<file path="src/rtl/aud_play_ctrl.sv">
// Sample playback controller: fetches 16-bit samples from an async SRAM and
// hands them to an I2S player at a fast (skip) or slow (hold/interpolate) rate.
module aud_play_ctrl #(
    parameter int ADDR_W = 20
) (
    input  logic                     i_clk,
    input  logic                     i_rst,
    input  logic                     i_start,
    input  logic                     i_pause,
    input  logic                     i_stop,
    input  logic                     i_fast,
    input  logic [2:0]               i_speed,
    input  logic                     i_interp,
    input  logic [ADDR_W-1:0]        i_end_addr,
    output logic [ADDR_W-1:0]        o_sram_addr,
    input  logic signed [15:0]       i_sram_data,
    output logic signed [15:0]       o_dac_data,
    output logic                     o_player_en,
    input  logic                     i_player_ack,
    output logic                     o_busy,
    output logic                     o_done
);

    typedef enum logic [2:0] {
        S_IDLE,
        S_FETCH,
        S_LATCH,
        S_PLAY,
        S_STEP,
        S_PAUSE
    } state_t;

    state_t             r_state;
    state_t             w_state_nxt;

    logic [ADDR_W:0]    r_addr;
    logic [ADDR_W:0]    w_inc;
    logic [ADDR_W:0]    w_addr_nxt;
    logic [2:0]         r_k;
    logic [3:0]         r_n;
    logic               r_fast;
    logic               r_interp;
    logic               r_pause;
    logic               r_done;
    logic signed [15:0] r_prev;
    logic signed [15:0] r_cur;

    logic               w_last;
    logic               w_adv;
    logic               w_end;
    logic               w_clear;
    logic               w_load_cfg;
    logic               w_latch;
    logic               w_step;
    logic               w_done;

    // Weighted blend of prev and cur; 20 bits hold 8 * 32767 without overflow.
    function automatic logic signed [15:0] f_interp(
        input logic signed [15:0] prev,
        input logic signed [15:0] cur,
        input logic [2:0]         k,
        input logic [3:0]         n
    );
        logic signed [19:0] w_wp;
        logic signed [19:0] w_wc;
        logic signed [19:0] w_div;
        logic signed [19:0] w_acc;
        w_wp  = $signed({16'd0, n - {1'b0, k}});
        w_wc  = $signed({17'd0, k});
        w_div = $signed({16'd0, n});
        w_acc = 20'(prev) * w_wp + 20'(cur) * w_wc;
        return 16'(w_acc / w_div);
    endfunction

    // The extra address bit makes running past the top of memory end playback.
    assign w_inc      = r_fast ? (ADDR_W+1)'(r_n) : (ADDR_W+1)'(1);
    assign w_addr_nxt = r_addr + w_inc;
    assign w_last     = ({1'b0, r_k} >= (r_n - 4'd1));
    assign w_adv      = r_fast || w_last;
    assign w_end      = w_adv && (w_addr_nxt > {1'b0, i_end_addr});

    assign o_sram_addr = r_addr[ADDR_W-1:0];
    assign o_dac_data  = (r_fast || !r_interp) ? r_cur : f_interp(r_prev, r_cur, r_k, r_n);
    assign o_player_en = (r_state == S_PLAY);
    assign o_busy      = (r_state != S_IDLE);
    assign o_done      = r_done;

    always_ff @(posedge i_clk or posedge i_rst) begin
        if (i_rst) begin
            r_state <= S_IDLE;
        end else begin
            r_state <= w_state_nxt;
        end
    end

    always_comb begin
        w_state_nxt = r_state;
        w_clear     = 1'b0;
        w_load_cfg  = 1'b0;
        w_latch     = 1'b0;
        w_step      = 1'b0;
        w_done      = 1'b0;
        case (r_state)
            S_IDLE: begin
                if (i_start) begin
                    w_clear     = 1'b1;
                    w_load_cfg  = 1'b1;
                    w_state_nxt = S_FETCH;
                end
            end
            S_FETCH: w_state_nxt = S_LATCH;
            S_LATCH: begin
                w_latch     = 1'b1;
                w_state_nxt = S_PLAY;
            end
            S_PLAY: begin
                if (i_player_ack) begin
                    w_state_nxt = S_STEP;
                end
            end
            S_STEP: begin
                w_step = 1'b1;
                if (w_end) begin
                    w_done      = 1'b1;
                    w_state_nxt = S_IDLE;
                end else if (r_pause || i_pause) begin
                    w_state_nxt = S_PAUSE;
                end else if (w_adv) begin
                    w_load_cfg  = 1'b1;
                    w_state_nxt = S_FETCH;
                end else begin
                    w_state_nxt = S_PLAY;
                end
            end
            S_PAUSE: begin
                if (i_start) begin
                    w_load_cfg  = 1'b1;
                    w_state_nxt = S_FETCH;
                end
            end
            default: w_state_nxt = S_IDLE;
        endcase
        // Stop overrides everything outside IDLE and suppresses the done pulse.
        if (r_state != S_IDLE && i_stop) begin
            w_state_nxt = S_IDLE;
            w_load_cfg  = 1'b0;
            w_step      = 1'b0;
            w_done      = 1'b0;
        end
    end

    always_ff @(posedge i_clk or posedge i_rst) begin
        if (i_rst) begin
            r_addr   <= '0;
            r_k      <= '0;
            r_n      <= 4'd1;
            r_fast   <= 1'b0;
            r_interp <= 1'b0;
            r_prev   <= '0;
            r_cur    <= '0;
            r_pause  <= 1'b0;
            r_done   <= 1'b0;
        end else begin
            r_done <= w_done;
            if (w_clear) begin
                r_addr <= '0;
                r_k    <= '0;
                r_prev <= '0;
            end
            if (w_load_cfg) begin
                r_n      <= {1'b0, i_speed} + 4'd1;
                r_fast   <= i_fast;
                r_interp <= i_interp;
            end
            if (w_latch) begin
                r_cur <= i_sram_data;
            end
            if (w_step) begin
                if (w_adv) begin
                    r_k    <= '0;
                    r_addr <= w_addr_nxt;
                    if (!r_fast) begin
                        r_prev <= r_cur;
                    end
                end else begin
                    r_k <= r_k + 3'd1;
                end
            end
            if (o_busy && i_stop) begin
                r_pause <= 1'b0;
            end else if (r_state == S_STEP) begin
                r_pause <= 1'b0;
            end else if (i_pause && (r_state == S_FETCH || r_state == S_LATCH || r_state == S_PLAY)) begin
                r_pause <= 1'b1;
            end
        end
    end

endmodule

</file>
<file path="config.mk">
export PLATFORM = sky130hd
export DESIGN_NAME = aud_play_ctrl
export DESIGN_NICKNAME = d
export VERILOG_FILES = /design/src/rtl/aud_play_ctrl.sv
export SDC_FILE = /design/constraint.sdc
export NUM_CORES = 1
export LEC_CHECK = 0
export ABC_CLOCK_PERIOD_IN_PS = 66100
export BUFFER_PORTS_ARGS = -buffer_cell sky130_fd_sc_hd__buf_2
export CAP_MARGIN = 20
export CORE_ASPECT_RATIO = 0.8
export CORE_MARGIN = 5
export CORE_UTILIZATION = 35
export CTS_BUF_LIST = sky130_fd_sc_hd__clkbuf_8
export DETAILED_ROUTE_END_ITERATION = 12
export PLACE_DENSITY = 0.49
export RECOVER_POWER = 100
export SETUP_SLACK_MARGIN = 0.15
export SYNTH_ARGS = -nofsm -noshare
export SYNTH_HDL_FRONTEND = slang
export SYNTH_SLANG_ARGS = --single-unit
</file>
<file path="constraint.sdc">
create_clock -name i_clk -period 66.1 [get_ports i_clk]
set_input_delay 13.22 -clock i_clk [delete_from_list [all_inputs] [get_ports i_clk]]
set_output_delay 13.22 -clock i_clk [all_outputs]
set_load 0.01 [all_outputs]
</file>
## After elaboration in Yosys (flattened, before gate mapping)

Cells that the tools add are included.

| storage, ports and cells | value |
|---|---|
| register bits after elaboration | 67 |
| latch bits | 0 |
| RAM bits | 0 |
| bits in read-only memories | 0 |
| input bits | 47 |
| output and inout port bits | 39 |
| memories kept | 0 |

| cells by class | value |
|---|---|
| add/sub/neg operators | 6 |
| multipliers | 2 |
| divide/modulo/power cells | 1 |
| $lt $le $gt $ge | 2 |
| equal/unequal tests | 7 |
| shifts and indexed selects | 0 |
| multiplexer cells | 35 |
| bitwise logic cells | 0 |
| reduce and logical (&&, ||, !) cells | 15 |

Operators with widths:

| operator | number |
|---|---|
| $mux W16 | 5 |
| $mux W21 | 3 |
| $mux W3 | 8 |
| $add A21 B4 Y21 | 1 |
| $gt A21 B20 Y1 | 1 |
| $add A20 B20 Y20 | 1 |
| $div A20 B5 Y20 | 1 |
| $mul A16 B4 Y20 | 1 |
| $mul A16 B5 Y20 | 1 |
| $mux W1 | 15 |
| $pmux W3 S5 | 1 |
| $eq A3 B2 Y1 const B | 2 |
| $eq A3 B3 Y1 const B | 2 |
| $ne A3 B1 Y1 const B | 2 |
| $reduce_bool A3 Y1 | 2 |
| $logic_or A1 B1 Y1 | 5 |
| $add A3 B1 Y4 const B | 1 |
| $ge A3 B4 Y1 | 1 |
| $mux W4 | 1 |
| $sub A4 B1 Y4 const B | 1 |
| $sub A4 B3 Y4 | 1 |
| $add A3 B1 Y3 const B | 1 |
| $eq A3 B1 Y1 const B | 1 |
| $logic_and A1 B1 Y1 | 3 |
| other kinds (7) | 7 |

## Logic depth before layout (Yosys ltp)

| depth | value |
|---|---|
| depth in word-level cells | 8 |
| depth in mapped cells | 226 |

## Worst setup path after synthesis

Ideal clock, no wire load.

| path | value |
|---|---|
| path kind | register -> output |
| start point | register r_n[0] |
| end point | output port o_dac_data[14] |
| arrival time | 44.356 ns |
| required time | 52.880 ns |
| slack | 8.524 ns |
| cell stages (with the launch flop) | 215 |
| path buffers | 11 |
| cells stage by stage | dfstp_2 > inv_1 > ha_1 > inv_1 > fa_1 > xor2_1 > clkbuf_1 > nand2_1 > fa_1 > inv_1 > fa_1 > fa_1 > inv_1 > fa_1 > inv_1 > ha_1 > a21oi_1 > nand2_1 > (+179 left out) > nand3_1 > nor2_1 > buf_2 > mux2i_1 > ha_1 > a21oi_1 > nor2b_1 > o21ai_0 > and4b_1 > o221a_2 > o211ai_1 > a211oi_1 > ha_1 > nand2_1 > o21ai_0 > o21ai_0 > xor2_1 > o21ai_0 |

| on the way | value |
|---|---|
| cells in the longest elaborated chain, start to end | 5 |

RTL lines:

| item | RTL line | text |
|---|---|---|
| start: declaration | 40 | `logic [3:0] r_n;` |
| start signal: assignment | 171 | `r_n <= {1'b0, i_speed} + 4'd1;` |
| $sub A4 B3 Y4 | 68 | `w_wp = $signed({16'd0, n - {1'b0, k}});` |
| $mul A16 B5 Y20 | 71 | `w_acc = 20'(prev) * w_wp + 20'(cur) * w_wc;` |
| $add A20 B20 Y20 | 71 |  |
| $div A20 B5 Y20 * | 72 | `return 16'(w_acc / w_div);` |
| $mux W16 * | 83 | `assign o_dac_data = (r_fast \|\| !r_interp) ? r_cur : f_interp(r_prev, r_cur, r_k, r_n);` |
| end: declaration | 17 | `output logic signed [15:0] o_dac_data,` |

Every way passes the cells marked *; elsewhere a longest branch is shown, timed or not.

## Worst setup path after layout

Same ends and word-level chain as after synthesis.

==> reports/results.txt <==
86 I/O pins were placed. The setup slack of the worst register-to-register path came out at 60430 ps. Pin slew with the least headroom to its limit: 3688 ps. The first global-routing pass estimated 85170 um of wire. By area the synthesized netlist is led by sky130_fd_sc_hd__ha_1, sky130_fd_sc_hd__dfrtp_1, sky130_fd_sc_hd__fa_1, sky130_fd_sc_hd__nand2_1, sky130_fd_sc_hd__xnor2_1.

The slowest stage of the critical path is the sky130_fd_sc_hd__dfstp_2 cell. The fraction of layout cells with a size suffix above 1 is 11.89%, and the number of filler instances in the final layout is 5033. The kind of capture point of the worst setup path was a primary output. For the number of global-route vias before repair, the log shows 15850. The maximum fanout along the worst path is 12.

Cell with the most instances on the worst path: sky130_fd_sc_hd__o21a_1. The first detailed-routing pass took 5 iterations. The run finished, with violations left. After detailed routing, the total wire length is 52300 um. The tools report the clock tree root driver cell as sky130_fd_sc_hd__clkbuf_8. The synthesized netlist devotes 22.09% of its cell area to adder and majority cells. The wire-length estimate of the detail-placed layout is 43390 um. On the final layout, the worst clock skew is 12.73 ps. Using the TritonRoute via totals, the vias-per-cell ratio works out to 5.635. The simple logic cell fraction of the synthesized area came out at 27.20%. The TritonCTS buffer count came out at 9. The clock period minus worst slack was 62180 ps; the net count of the finished layout was 2564.

Setup violations remaining at the end of the flow were counted as 0. The startpoint of the most critical hold path is r_n[0]$_DFFE_PP1P_. The tools report the worst hold-check slack as 531.5 ps. The worst setup path is of the flip-flop to primary output kind.

The number of nets handed over by synthesis was 2518. TritonCTS built the clock tree. The quantity of hold-fixing buffers added after cts was 0; the compound-gate portion of the synthesized area was 23.80%. Site row count: 72. The share of synthesized area in the top cell type comes to 12.44%. The final count of pins violating max slew is 68, and the number of I/O port buffers is 85.

Compared with the post-synthesis result, the final layout area differs by 8.011%. The largest area contributor in the synthesized netlist is sky130_fd_sc_hd__ha_1. The total of flip-flops plus latches after synthesis works out to 67. The final sum of negative setup slack was 0 ps. The count of H-tree levels built during CTS was 3; the number of DRC violations after detailed routing was 0. Global routing consumed, over all layers together, 18.86% of the routing resources.

The tools report the number of antenna violations at the first check in global routing as 0. The checks that failed: capacitance limit, slew limit. By area, the combinational part of the netlist is dominated by simple AND/OR/NAND/NOR gates.

In the layout the commonest cells are sky130_fd_sc_hd__nand2_1, sky130_fd_sc_hd__ha_1, sky130_fd_sc_hd__nor2_1, sky130_fd_sc_hd__inv_1, sky130_fd_sc_hd__o21ai_0. Kind of start point of the critical path: a flip-flop. After global routing the overflow that remains totals 0. The tools report the number of distinct library cells after synthesis as 132. In this run the vertical extent of the chip is 207.7 um. After clock tree synthesis, the clock-pin slew on the worst setup and hold paths is 70 ps.

The die covers 53410 um2. Measured against the total synthesized area, the mux share comes to 5.004%. The horizontal extent of the die was 257.1 um. The synthesized netlist devotes 6.387% of its cell area to XOR and XNOR gates. Counting cells, the worst reg-to-reg path comes to 28. The run gives 48380 um2 as the standard cell core area. The count of max-cap constraint violations is 1. The depth of the worst hold-timing path was 2; the number of enable-type register cells in the synthesized netlist was 0. In this design, the stage delay of the slowest critical-path cell is 580 ps. The starting utilization of the core area was 35.35%. Of the available clock period, the critical path in the final layout requires 94.07%. Setup repair after global routing left no endpoint under its margin. The total number of clock tree sinks was 67. Entering global routing, the biggest net connects 68 pins.

The tools report the startpoint of the worst-slack reg-to-reg timing path as r_n[0]$_DFFE_PP1P_. The detail route stage leaves a number of antenna-violating nets equal to 0. The tightest min-delay check is of the flip-flop to flip-flop type. Utilization of the core after routing: 38.19%. The tools report the relative slew slack as -145.8%.

For this run, the leading register cell type out of synthesis is sky130_fd_sc_hd__dfrtp_1. The top achievable clock speed is 16.08 MHz. Clock latency on the worst-skew pair, taken at its later pin, is 350 ps. In this run the cell area of the synthesized design comes to 17100 um2. The tools report the endpoint of the worst-slack reg-to-reg timing path as r_interp$_DFFE_PP0P_.

After synthesis, the share of flip-flops with an asynchronous set or reset is 100.0%. STA puts the critical path data required time at 52880 ps. Dividing the detail-routed wire length by the instance count gives 18.04 um.

Dividing the synthesized area by the synthesized cell count gives 7.707 um2. Sequential elements use 9.811% of the synthesized area. The longest clock path from root to sink contains 2 buffers. The routed layout has 16340 vias. The tools report the yosys synthesis warning count as 0. The most common library cell in the layout ignoring fill and taps is sky130_fd_sc_hd__nand2_1.

The tools report the hold violation count in the final report as 0. At the end of routability-driven placement, the weighted congestion stood at 0.8960. The first routing iteration left 1138 violations.

Synthesis produced a netlist whose cell count is 2219. The repair_antennas step left the layout with diodes totalling 0. The path with the worst hold slack has its endpoint at r_n[0]$_DFFE_PP1P_. Data arrives at the worst endpoint at 48960 ps.
## kinds of logic after synthesis
family	Yosys count
AND/OR/NAND/NOR	903
AO/OA/AOI/OAI	567
adder cells (fa/ha/maj)	253
buffers and inverters	230
XOR/XNOR	123
multiplexers	76
flip-flops	67
## synth_stat cells (all sizes together) (27+ instances only)
cell type and instances:
nand3 88, xnor2 85, nand2b 32, dfrtp 66
nand2 253, nand4 28, fa 82, a21o 41
and2 82, ha 170, nor2 170, a21oi 108
clkbuf 38, nor2b 32, inv 151, buf 41
xor2 38, a31oi 29, nor3 77, mux2 49
mux2i 27, o21a 44, o21ai 142
## worst max-delay path, delay by kind of cell (launching register included)
family	cells	cell delay, ps
multiplexers	10	2840
AND/OR/NAND/NOR	72	15270
buffers and inverters	8	1330
adder cells (fa/ha/maj)	28	9280
flip-flops	1	580
AO/OA/AOI/OAI	87	18780
XOR/XNOR	2	460
## sequential cells by signal, summed over array words and instances, names as in the netlist
signal	count
r_fast	1
r_interp	1
r_n	4
r_k	3
r_state	3
r_cur	16
o_done	1
r_prev	16
r_pause	1
r_addr	21
## per-stage QoR
| step | cell area (um2) | setup slack, ps | cells |
|---|---|---|---|
| floorplan | 17100 | 8524 | 2219 |
| global placement | 18040 | 2657 | 2870 |
| detailed placement | 18040 | 751.1 | 2870 |
| CTS | 18280 | 205.7 | 2886 |
| global route | 18470 | 54.73 | 2899 |
| finish | 18470 | 3918 | 2899 |
## per-layer routing
| layer | routed length (um) | global-route usage, % |
|---|---|---|
| met3 | 2409 | 2.262 |
| met1 | 26870 | 28.51 |
| met2 | 22710 | 29.89 |
| met5 | 0 | 0 |
| met4 | 308 | 1.832 |
## how the worst max path moves through the flow
stage | start | end | slack, ps | cells after the start
2_1_floorplan | r_n[0]$_DFFE_PP1P_ | o_dac_data[14] | 8520 | 214
3_3_place_gp | r_k[0]$_DFFE_PP0P_ | o_dac_data[14] | 2660 | 205
3_5_place_dp | r_k[0]$_DFFE_PP0P_ | o_dac_data[14] | 750 | 205
4_1_cts | r_k[0]$_DFFE_PP0P_ | o_dac_data[14] | 210 | 207
5_1_grt | r_n[0]$_DFFE_PP1P_ | o_dac_data[14] | 50 | 207
6_report | r_n[0]$_DFFE_PP1P_ | o_dac_data[14] | 3920 | 207
## what timing repair did
| action | 4_1_cts | 5_1_grt |
|---|---|---|
| gates resized for setup | 0 | 38 |
| endpoints found under the setup margin | 0 | 16 |
| setup buffers | 0 | 12 |
## layout make-up
type	instances	area (um2)	area share [%]
multi-input combinational	1922	14600	79.04
sequential	67	1682	9.103
tap	629	787.0	4.260
timing repair buffer	114	595.6	3.224
inverter	151	566.8	3.068
clock buffer	9	123.9	0.6706
clock inverter	7	117.6	0.6367
Power is not shown: default switching activity piles up to over one toggle a cycle in this logic, so the estimate is an artifact.
